<file path="src/rtl/ram_wb_arbiter.sv">
// Two-master round-robin Wishbone arbiter in front of the single RAM slave port.
// Grant is held for a whole cyc (bursts included); a watchdog errors out stalled accesses.
module ram_wb_arbiter #(
    parameter int DAT_W   = 32,
    parameter int ADR_W   = 10,
    parameter int SEL_W   = 4,
    parameter int TIMEOUT = 255
) (
    input  logic             clk,
    input  logic             rst,
    input  logic [ADR_W-1:0] m0_adr_i,
    input  logic [DAT_W-1:0] m0_dat_i,
    output logic [DAT_W-1:0] m0_dat_o,
    input  logic             m0_we_i,
    input  logic [SEL_W-1:0] m0_sel_i,
    input  logic             m0_cyc_i,
    input  logic             m0_stb_i,
    input  logic [2:0]       m0_cti_i,
    output logic             m0_ack_o,
    output logic             m0_err_o,
    input  logic [ADR_W-1:0] m1_adr_i,
    input  logic [DAT_W-1:0] m1_dat_i,
    output logic [DAT_W-1:0] m1_dat_o,
    input  logic             m1_we_i,
    input  logic [SEL_W-1:0] m1_sel_i,
    input  logic             m1_cyc_i,
    input  logic             m1_stb_i,
    input  logic [2:0]       m1_cti_i,
    output logic             m1_ack_o,
    output logic             m1_err_o,
    output logic [ADR_W-1:0] s_adr_o,
    output logic [DAT_W-1:0] s_dat_o,
    output logic             s_we_o,
    output logic [SEL_W-1:0] s_sel_o,
    output logic             s_cyc_o,
    output logic             s_stb_o,
    output logic [2:0]       s_cti_o,
    input  logic [DAT_W-1:0] s_dat_i,
    input  logic             s_ack_i
);

    localparam int WD_W = (TIMEOUT > 0) ? $clog2(TIMEOUT + 1) : 1;
    localparam logic [WD_W-1:0] WD_LAST = WD_W'((TIMEOUT > 0) ? TIMEOUT - 1 : 0);
    localparam logic [WD_W-1:0] WD_SAT  = '1;

    typedef enum logic [1:0] {IDLE, GNT0, GNT1} state_t;

    state_t          state_q;
    logic            last_q;
    logic [WD_W-1:0] wdog_q, wdog_d;
    logic            g0, g1, gnt_cyc, gnt_stb, oth_cyc, timeout;

    assign g0      = (state_q == GNT0);
    assign g1      = (state_q == GNT1);
    assign gnt_cyc = (g0 & m0_cyc_i) | (g1 & m1_cyc_i);
    assign gnt_stb = (g0 & m0_stb_i) | (g1 & m1_stb_i);
    assign oth_cyc = g0 ? m1_cyc_i : m0_cyc_i;

    // An ack arriving in the final watchdog cycle still completes the access.
    assign timeout = (TIMEOUT != 0) && gnt_stb && !s_ack_i && (wdog_q == WD_LAST);

    always_comb begin
        wdog_d = '0;
        if (gnt_stb && !s_ack_i)
            wdog_d = (wdog_q == WD_SAT) ? wdog_q : wdog_q + 1'b1;
    end

    always_ff @(posedge clk or posedge rst) begin
        if (rst) begin
            state_q <= IDLE;
            last_q  <= 1'b1;
            wdog_q  <= '0;
        end else begin
            case (state_q)
                IDLE: begin
                    wdog_q <= '0;
                    if (m0_cyc_i && m1_cyc_i) state_q <= last_q ? GNT0 : GNT1;
                    else if (m0_cyc_i)        state_q <= GNT0;
                    else if (m1_cyc_i)        state_q <= GNT1;
                end
                default: begin
                    // Hand over directly to a waiting master without an IDLE gap.
                    if (!gnt_cyc || timeout) begin
                        last_q  <= g1;
                        wdog_q  <= '0;
                        state_q <= oth_cyc ? (g0 ? GNT1 : GNT0) : IDLE;
                    end else begin
                        wdog_q <= wdog_d;
                    end
                end
            endcase
        end
    end

    always_comb begin
        s_adr_o = '0;
        s_dat_o = '0;
        s_we_o  = 1'b0;
        s_sel_o = '0;
        s_cti_o = '0;
        s_cyc_o = 1'b0;
        s_stb_o = 1'b0;
        if (g0) begin
            s_adr_o = m0_adr_i;
            s_dat_o = m0_dat_i;
            s_we_o  = m0_we_i;
            s_sel_o = m0_sel_i;
            s_cti_o = m0_cti_i;
            s_cyc_o = m0_cyc_i & ~timeout;
            s_stb_o = m0_stb_i & ~timeout;
        end else if (g1) begin
            s_adr_o = m1_adr_i;
            s_dat_o = m1_dat_i;
            s_we_o  = m1_we_i;
            s_sel_o = m1_sel_i;
            s_cti_o = m1_cti_i;
            s_cyc_o = m1_cyc_i & ~timeout;
            s_stb_o = m1_stb_i & ~timeout;
        end
    end

    assign m0_dat_o = g0 ? s_dat_i : '0;
    assign m1_dat_o = g1 ? s_dat_i : '0;
    assign m0_ack_o = s_ack_i & g0 & m0_stb_i;
    assign m1_ack_o = s_ack_i & g1 & m1_stb_i;
    assign m0_err_o = timeout & g0;
    assign m1_err_o = timeout & g1;

endmodule

</file>
<file path="config.mk">
export PLATFORM = sky130hd
export DESIGN_NAME = ram_wb_arbiter
export DESIGN_NICKNAME = d
export VERILOG_FILES = /design/src/rtl/ram_wb_arbiter.sv
export SDC_FILE = /design/constraint.sdc
export NUM_CORES = 1
export LEC_CHECK = 0
export CAP_MARGIN = 20
export CORE_AREA = 5 5 99 101
export CTS_CLUSTER_DIAMETER = 120
export CTS_CLUSTER_SIZE = 20
export DETAILED_ROUTE_END_ITERATION = 7
export DIE_AREA = 0 0 104 106
export PLACE_DENSITY = 0.7
export SYNTH_ARGS = -nofsm -noshare
export SYNTH_HDL_FRONTEND = slang
export SYNTH_SLANG_ARGS = --single-unit
</file>
<file path="constraint.sdc">
create_clock -name clk -period 5.11 [get_ports clk]
set_input_delay 1.2775 -clock clk [delete_from_list [all_inputs] [get_ports clk]]
set_output_delay 1.2775 -clock clk [all_outputs]
set_load 0.03 [all_outputs]
</file>
==> results of run 1 <==
[layer usage]
| layer | global-route usage | vias to the layer above |
|---|---|---|
| li1 | - | 1264 |
| met1 | 0.189 | 1189 |
| met2 | 0.320 | 110 |
| met3 | 0.0674 | 16 |
| met4 | 0.0333 | 0 |
| met5 | 0 | - |
[kinds of logic after synthesis]
kind of cell | count (synthesis)
fa+ha+maj | 2
xor+xnor | 4
simple gates | 104
buf+inv | 24
compound gates | 67
flops | 11
[per-stage QoR]
step | std cells | total power (W) | setup slack, ps | area [sq um] | util
after floorplan | 212 | 0.000477 | 1610 | 1670 | -
after global placement | 563 | 0.000830 | 671 | 4360 | 0.488
after detailed placement | 563 | 0.000831 | 653 | 4360 | 0.488
after CTS | 567 | 0.000924 | 649 | 4400 | 0.493
after global routing | 567 | 0.000960 | 605 | 4400 | 0.493
final | 567 | 0.000916 | 656 | 4400 | 0.493
[layout make-up]
cell class / count / area (sq um)
Clock inverter: 1 / 5.00
Timing Repair Buffer: 261 / 2630
Fill cell: 846 / 4530
Tap cell: 111 / 139
Inverter: 3 / 11.3
Clock buffer: 3 / 41.3
Multi-Input combinational cell: 177 / 1300
Sequential cell: 11 / 277
[power groups by stage]
stage,combinational (W),sequential [W],clock (W)
final,0.000719,0.000107,0.0000892
after detailed placement,0.000723,0.000108,0
after floorplan,0.000376,0.000101,0
after CTS,0.000726,0.000106,0.0000917
after global routing,0.000756,0.000107,0.0000967
after global placement,0.000723,0.000107,0
[worst reg2reg max path, cell delays in order (launching register included)]
cell,delay (ps)
dfrtp_1,570
nor2b_4,720
a22o_1,300
nand3_2,190
a211oi_1,250
[sequential cells by signal (all words and copies together), names as in the netlist]
name and flops:
wdog_q 8, state_q 2, last_q 1
[cells in the mapped netlist, types with 2 or more instances]
cell	number	area share
dfrtp_1	10	0.15
nand2_1	5	0.011
and2_1	66	0.25
a31oi_1	3	0.011
clkbuf_1	10	0.022
nand3_1	3	0.0090
buf_2	9	0.027
or2_1	2	0.0075
a21oi_1	4	0.012
a22o_1	51	0.27
inv_1	3	0.0067
a211oi_1	3	0.013
nor3_1	3	0.0090
xor2_1	3	0.016
and3_1	4	0.015
ha_1	2	0.015
nand4_1	3	0.011
nor2_1	8	0.018
nand4bb_4	2	0.033
[worst paths after layout]
path                            start        end  slack [ps]  cells past startpoint
setup / recovery              s_ack_i   m1_err_o         660                      5
min in group asynchronous         rst  wdog_q[1]        1320                      2
setup reg to reg           state_q[1]  wdog_q[3]        2980                      4
max in group asynchronous         rst     last_q        3470                      2
hold reg to reg             wdog_q[5]  wdog_q[5]         590                      2
hold / removal              wdog_q[5]  wdog_q[5]         590                      2
==> summary.md, run 1 <==
| Metric | Value |
|---|---|
| Die footprint | `11000 sq um` |
| Reg power frac | `0.117` |
| CP top delay family | `buffers and inverters` |
| Synth warnings | `0` |
| Async set-reset flop share out of synthesis | `1.00` |
| CP arrival | `3180 ps` |
| Yosys reg bits | `11` |
| HPWL after DPL | `8790 microns` |
| Synth Net Count | `353` |
| FMAX | `225 MHz` |
| Status | `completed` |
| Pint | `0.000494 W` |
| Adder-Cell Fraction of Synth Area | `0.0150` |
| Gpl congestion | `0.882` |
| Vias per inst | `4.55` |
| Vias in the first global route | `2770` |
| Floorplan row count | `35` |
| Cell Area, Synth | `1670 sq um` |
| Layout cells sized above 1 | `0.0307` |
| Starting Density | `0.187` |
| Drt wl/cell | `18.5 microns` |
| Number of DRC markers in iteration 0 | `63` |
| Count of final setup violators | `0` |
| Number of antenna violations at the first check in global routing | `0` |
| Worst setup EP type | `output port` |
| Worst path cell trace | `clkdlybuf4s50_1 > nand4bb_4 > a211oi_4 > and2_1 > clkdlybuf4s50_1` |
| Worst slack on hold paths | `586 ps` |
| Post-CTS Hold Fix Bufs | `0` |
| Compound-cell area share of the yosys netlist | `0.337` |
| Average cell area after synthesis | `7.89 sq um` |
| Sw Share | `0.460` |
| Slew Limit Headroom | `0.499` |
| Via count | `2579` |
| DRC | `0` |
| Required @ worst endpoint | `3830 ps` |
| # IOs | `259` |
| Max Cap Viol | `0` |
| Clk_skew | `5.30 ps` |
| CP max FO | `5` |
| Min Tclk post-route | `4450 ps` |
| CTS Sinks | `11` |
| Overall die height | `106 microns` |
| Post-CTS setup buffers | `0` |
| EDFF count, synth | `0` |
| CTS max path bufs | `2` |
| Root buf cell | `clkbuf_8` |
| Wl on met1 | `3850 microns` |
| H-tree depth | `1` |
| Final Max Slew Viols | `0` |
| Post-synthesis sequential area ratio | `0.165` |
| Metal3 WL | `894 microns` |
| Clk_lat worst skew | `240 ps` |
| PostCTS Resize Cnt | `0` |
| Unrepaired setup endpoints after global routing | `no` |
| Crit Path Category | `in2out` |
| GRT Util Overall | `0.174` |
| Final net count | `598` |
| Worst-path clk slew | `50 ps` |
| Min-delay worst type | `reg2reg` |
| CTS Buf Count | `3` |
| Post-DRT Antenna Nets | `0` |
| Fin Setup TNS | `0 ps` |
| Crit-path slowest cell | `clkdlybuf4s50_1` |
| Final Hold Viols | `0` |
| Grt ovf | `0` |
| DR WL met2 | `5500 microns` |
| Pwr per Cell Area | `208 nW/um^2` |
| Worst-margin pin slew | `750 ps` |
| Period utilization | `0.872` |
| Pin count of the biggest net entering global routing | `51` |
| Slowest stage delay, CP | `680 ps` |
| Global-route wire length before repair | `15400 microns` |
| Top routing layer used | `met4` |
| Switching power | `0.000421 W` |
| Ant diodes | `0` |
| Commonest non-fill, non-tap cell in the layout | `clkdlybuf4s50_1` |
| Post-Synthesis Cells | `212` |
| Post-synthesis mux area share | `0` |
| Worst Path Buf+Inv | `2` |
| Port Buffers | `258` |
| Clock power frac | `0.097` |
| Largest family of logic cells by synthesized area | `simple AND/OR/NAND/NOR gates` |
| Final WL | `10500 microns` |
| First-pass detailed-route iteration total | `4` |
| Distinct cells, synth | `37` |
| Leak Pwr | `1.69 nW` |
| TritonCTS clock tree | `yes` |
| Core ar. | `8930 sq um` |
| Most frequent CP cell | `clkdlybuf4s50_1` |
| Width of the die | `104 microns` |
| Xor/xnor share of the synthesized area | `0.0209` |
| Synth Flop Type | `dfrtp_1` |
| Maximum VDD drop | `0.103 mV` |
| Simple-gate share of the synthesized area | `0.399` |
| CP Launch Type | `primary input` |
| Area grow syn2layout | `163%` |
| Most frequent cells in the layout | `258 x clkdlybuf4s50_1, 66 x and2_1, 51 x a22o_1, 10 x dfrtp_1, 8 x nor2_1` |
| Combinational fraction of design power | `0.786` |
No activity file was read; power rests on OpenSTA's default activity.
==> run 2: changes to the inputs <==
- GPL_TIMING_DRIVEN: unset -> 0
==> summary.md, run 2 (synthesized netlist as in run 1, its figures left out) <==
| Metric | Value |
|---|---|
| Starting Density | `0.187` |
| Ant diodes | `0` |
| Worst-path clk slew | `50 ps` |
| Min Tclk post-route | `4600 ps` |
| Area grow syn2layout | `165%` |
| GRT Util Overall | `0.188` |
| Max reg flops | `8` |
| H-tree depth | `1` |
| Worst path cell trace | `clkdlybuf4s50_1 > nand4bb_4 > a211oi_4 > and2_1 > clkdlybuf4s50_1` |
| Switching power | `0.000426 W` |
| Hold_sp | `wdog_q[5]` |
| FMAX | `217 MHz` |
| Post-CTS setup buffers | `0` |
| Width of the die | `104 microns` |
| Period utilization | `0.900` |
| Die footprint | `11000 sq um` |
| Sw Share | `0.461` |
| Count of final setup violators | `0` |
| Most frequent CP cell | `clkdlybuf4s50_1` |
| First-pass detailed-route iteration total | `4` |
| Crit-path slowest cell | `clkdlybuf4s50_1` |
| Via count | `2688` |
| PostCTS Resize Cnt | `0` |
| TritonCTS clock tree | `yes` |
| Final Cell Area | `4440 sq um` |
| Number of DRC markers in iteration 0 | `102` |
| Post-CTS Hold Fix Bufs | `0` |
| Maximum VDD drop | `0.0882 mV` |
| Number of antenna violations at the first check in global routing | `0` |
| Status | `completed` |
| Crit Path Category | `in2out` |
| Clock power frac | `0.097` |
| Min-delay worst type | `reg2reg` |
| Worst Path Buf+Inv | `2` |
| Unrepaired setup endpoints after global routing | `no` |
| Pin count of the biggest net entering global routing | `12` |
| CP top delay family | `buffers and inverters` |
| HPWL after DPL | `9490 microns` |
| Pint | `0.000498 W` |
| Clk_skew | `1.97 ps` |
| CTS Buf Count | `3` |
| Worst setup EP type | `output port` |
| Drt wl/cell | `18.9 microns` |
| Reg power frac | `0.110` |
| Area post-placement | `4390 sq um` |
| Regs by FF count | `wdog_q: 8 flops, state_q: 2 flops, last_q: 1 flops` |
| Layout Cells excl Fill | `585` |
| Worst-margin pin slew | `442 ps` |
| CP Launch Type | `primary input` |
| Final Max Slew Viols | `0` |
| Root buf cell | `clkbuf_8` |
| Slew Limit Headroom | `0.705` |
| Post-DRT Antenna Nets | `0` |
| DRC | `0` |
| Gpl congestion | `0.833` |
| Vias per inst | `4.59` |
| Final net count | `616` |
| Global-route wire length before repair | `16800 microns` |
| Fin Setup TNS | `0 ps` |
| Core ar. | `8930 sq um` |
| Final WL | `11000 microns` |
| Final Hold Viols | `0` |
| # fillers | `875` |
| Grt ovf | `0` |
| Commonest non-fill, non-tap cell in the layout | `clkdlybuf4s50_1` |
| Port Buffers | `258` |
| Most frequent cells in the layout | `258 x clkdlybuf4s50_1, 66 x and2_1, 51 x a22o_1, 11 x clkbuf_1, 10 x dfrtp_1` |
| Final Core Density | `0.497` |
| Vias in the first global route | `2949` |
| # IOs | `259` |
| CP arrival | `3320 ps` |
| Worst setup startpoint | `s_ack_i` |
| Leak Pwr | `1.72 nW` |
| CTS max path bufs | `2` |
| Pwr per Cell Area | `208 nW/um^2` |
| Required @ worst endpoint | `3830 ps` |
| CTS Sinks | `11` |
| Clk_lat worst skew | `240 ps` |
| Biggest register | `wdog_q` |
| Layout cells sized above 1 | `0.0380` |
| Combinational fraction of design power | `0.793` |
| CP max FO | `8` |
| Slowest stage delay, CP | `680 ps` |
| Floorplan row count | `35` |
| Overall die height | `106 microns` |
| Dpl cells | `581` |
| Reg-to-Reg Start | `wdog_q[0]` |
| Max Cap Viol | `0` |
run 2: stage by stage:
step           power [W]  worst slack, ps  hold slack (ps)
6_report        0.000924              511              608
5_1_grt         0.000974              429              655
4_1_cts         0.000933              498              596
3_5_place_dp    0.000839              504              591
3_3_place_gp    0.000837              527              563
2_1_floorplan   0.000477             1610              540
run 2: final cells by class:
type                       count  area [sq um]  share of cell area
inverter                       3          11.3             0.00254
multi-input combinational    177          1290               0.291
tap                          111           139              0.0313
sequential                    11           277              0.0623
buffer                        21          93.8              0.0211
timing repair buffer         258          2580               0.582
clock buffer                   4          45.0              0.0101
run 2: path summary, 6_finish.rpt:
check	endpoint	slack [ps]	cells after the start
worst max-delay path	m1_err_o	510	5
worst min-delay path	wdog_q[5]	610	2
worst max register to register	wdog_q[1]	3480	5
worst min register to register	wdog_q[5]	610	2
max in group asynchronous	last_q	3450	2
min in group asynchronous	wdog_q[3]	1330	2
run 2: power by group through the flow:
stage	Clock (W)	Sequential, W	Combinational (W)
floorplan	0	0.000101	0.000376
global placement	0	0.000103	0.000734
detailed placement	0	0.000103	0.000736
CTS	0.0000908	0.000102	0.000740
global route	0.0000988	0.000103	0.000773
finish	0.0000893	0.000102	0.000732
run 2: layer usage:
layer / wire length [microns] / global-route usage
met1: 4090 / 0.212
met5: 0 / 0
met4: 248 / 0.0444
met3: 940 / 0.0680
met2: 5760 / 0.337
run 2: worst min-delay path, cell delays in order (launching register included):
cell	delay, ps
dfrtp_1	400
xor2_1	90
nor2_1	80
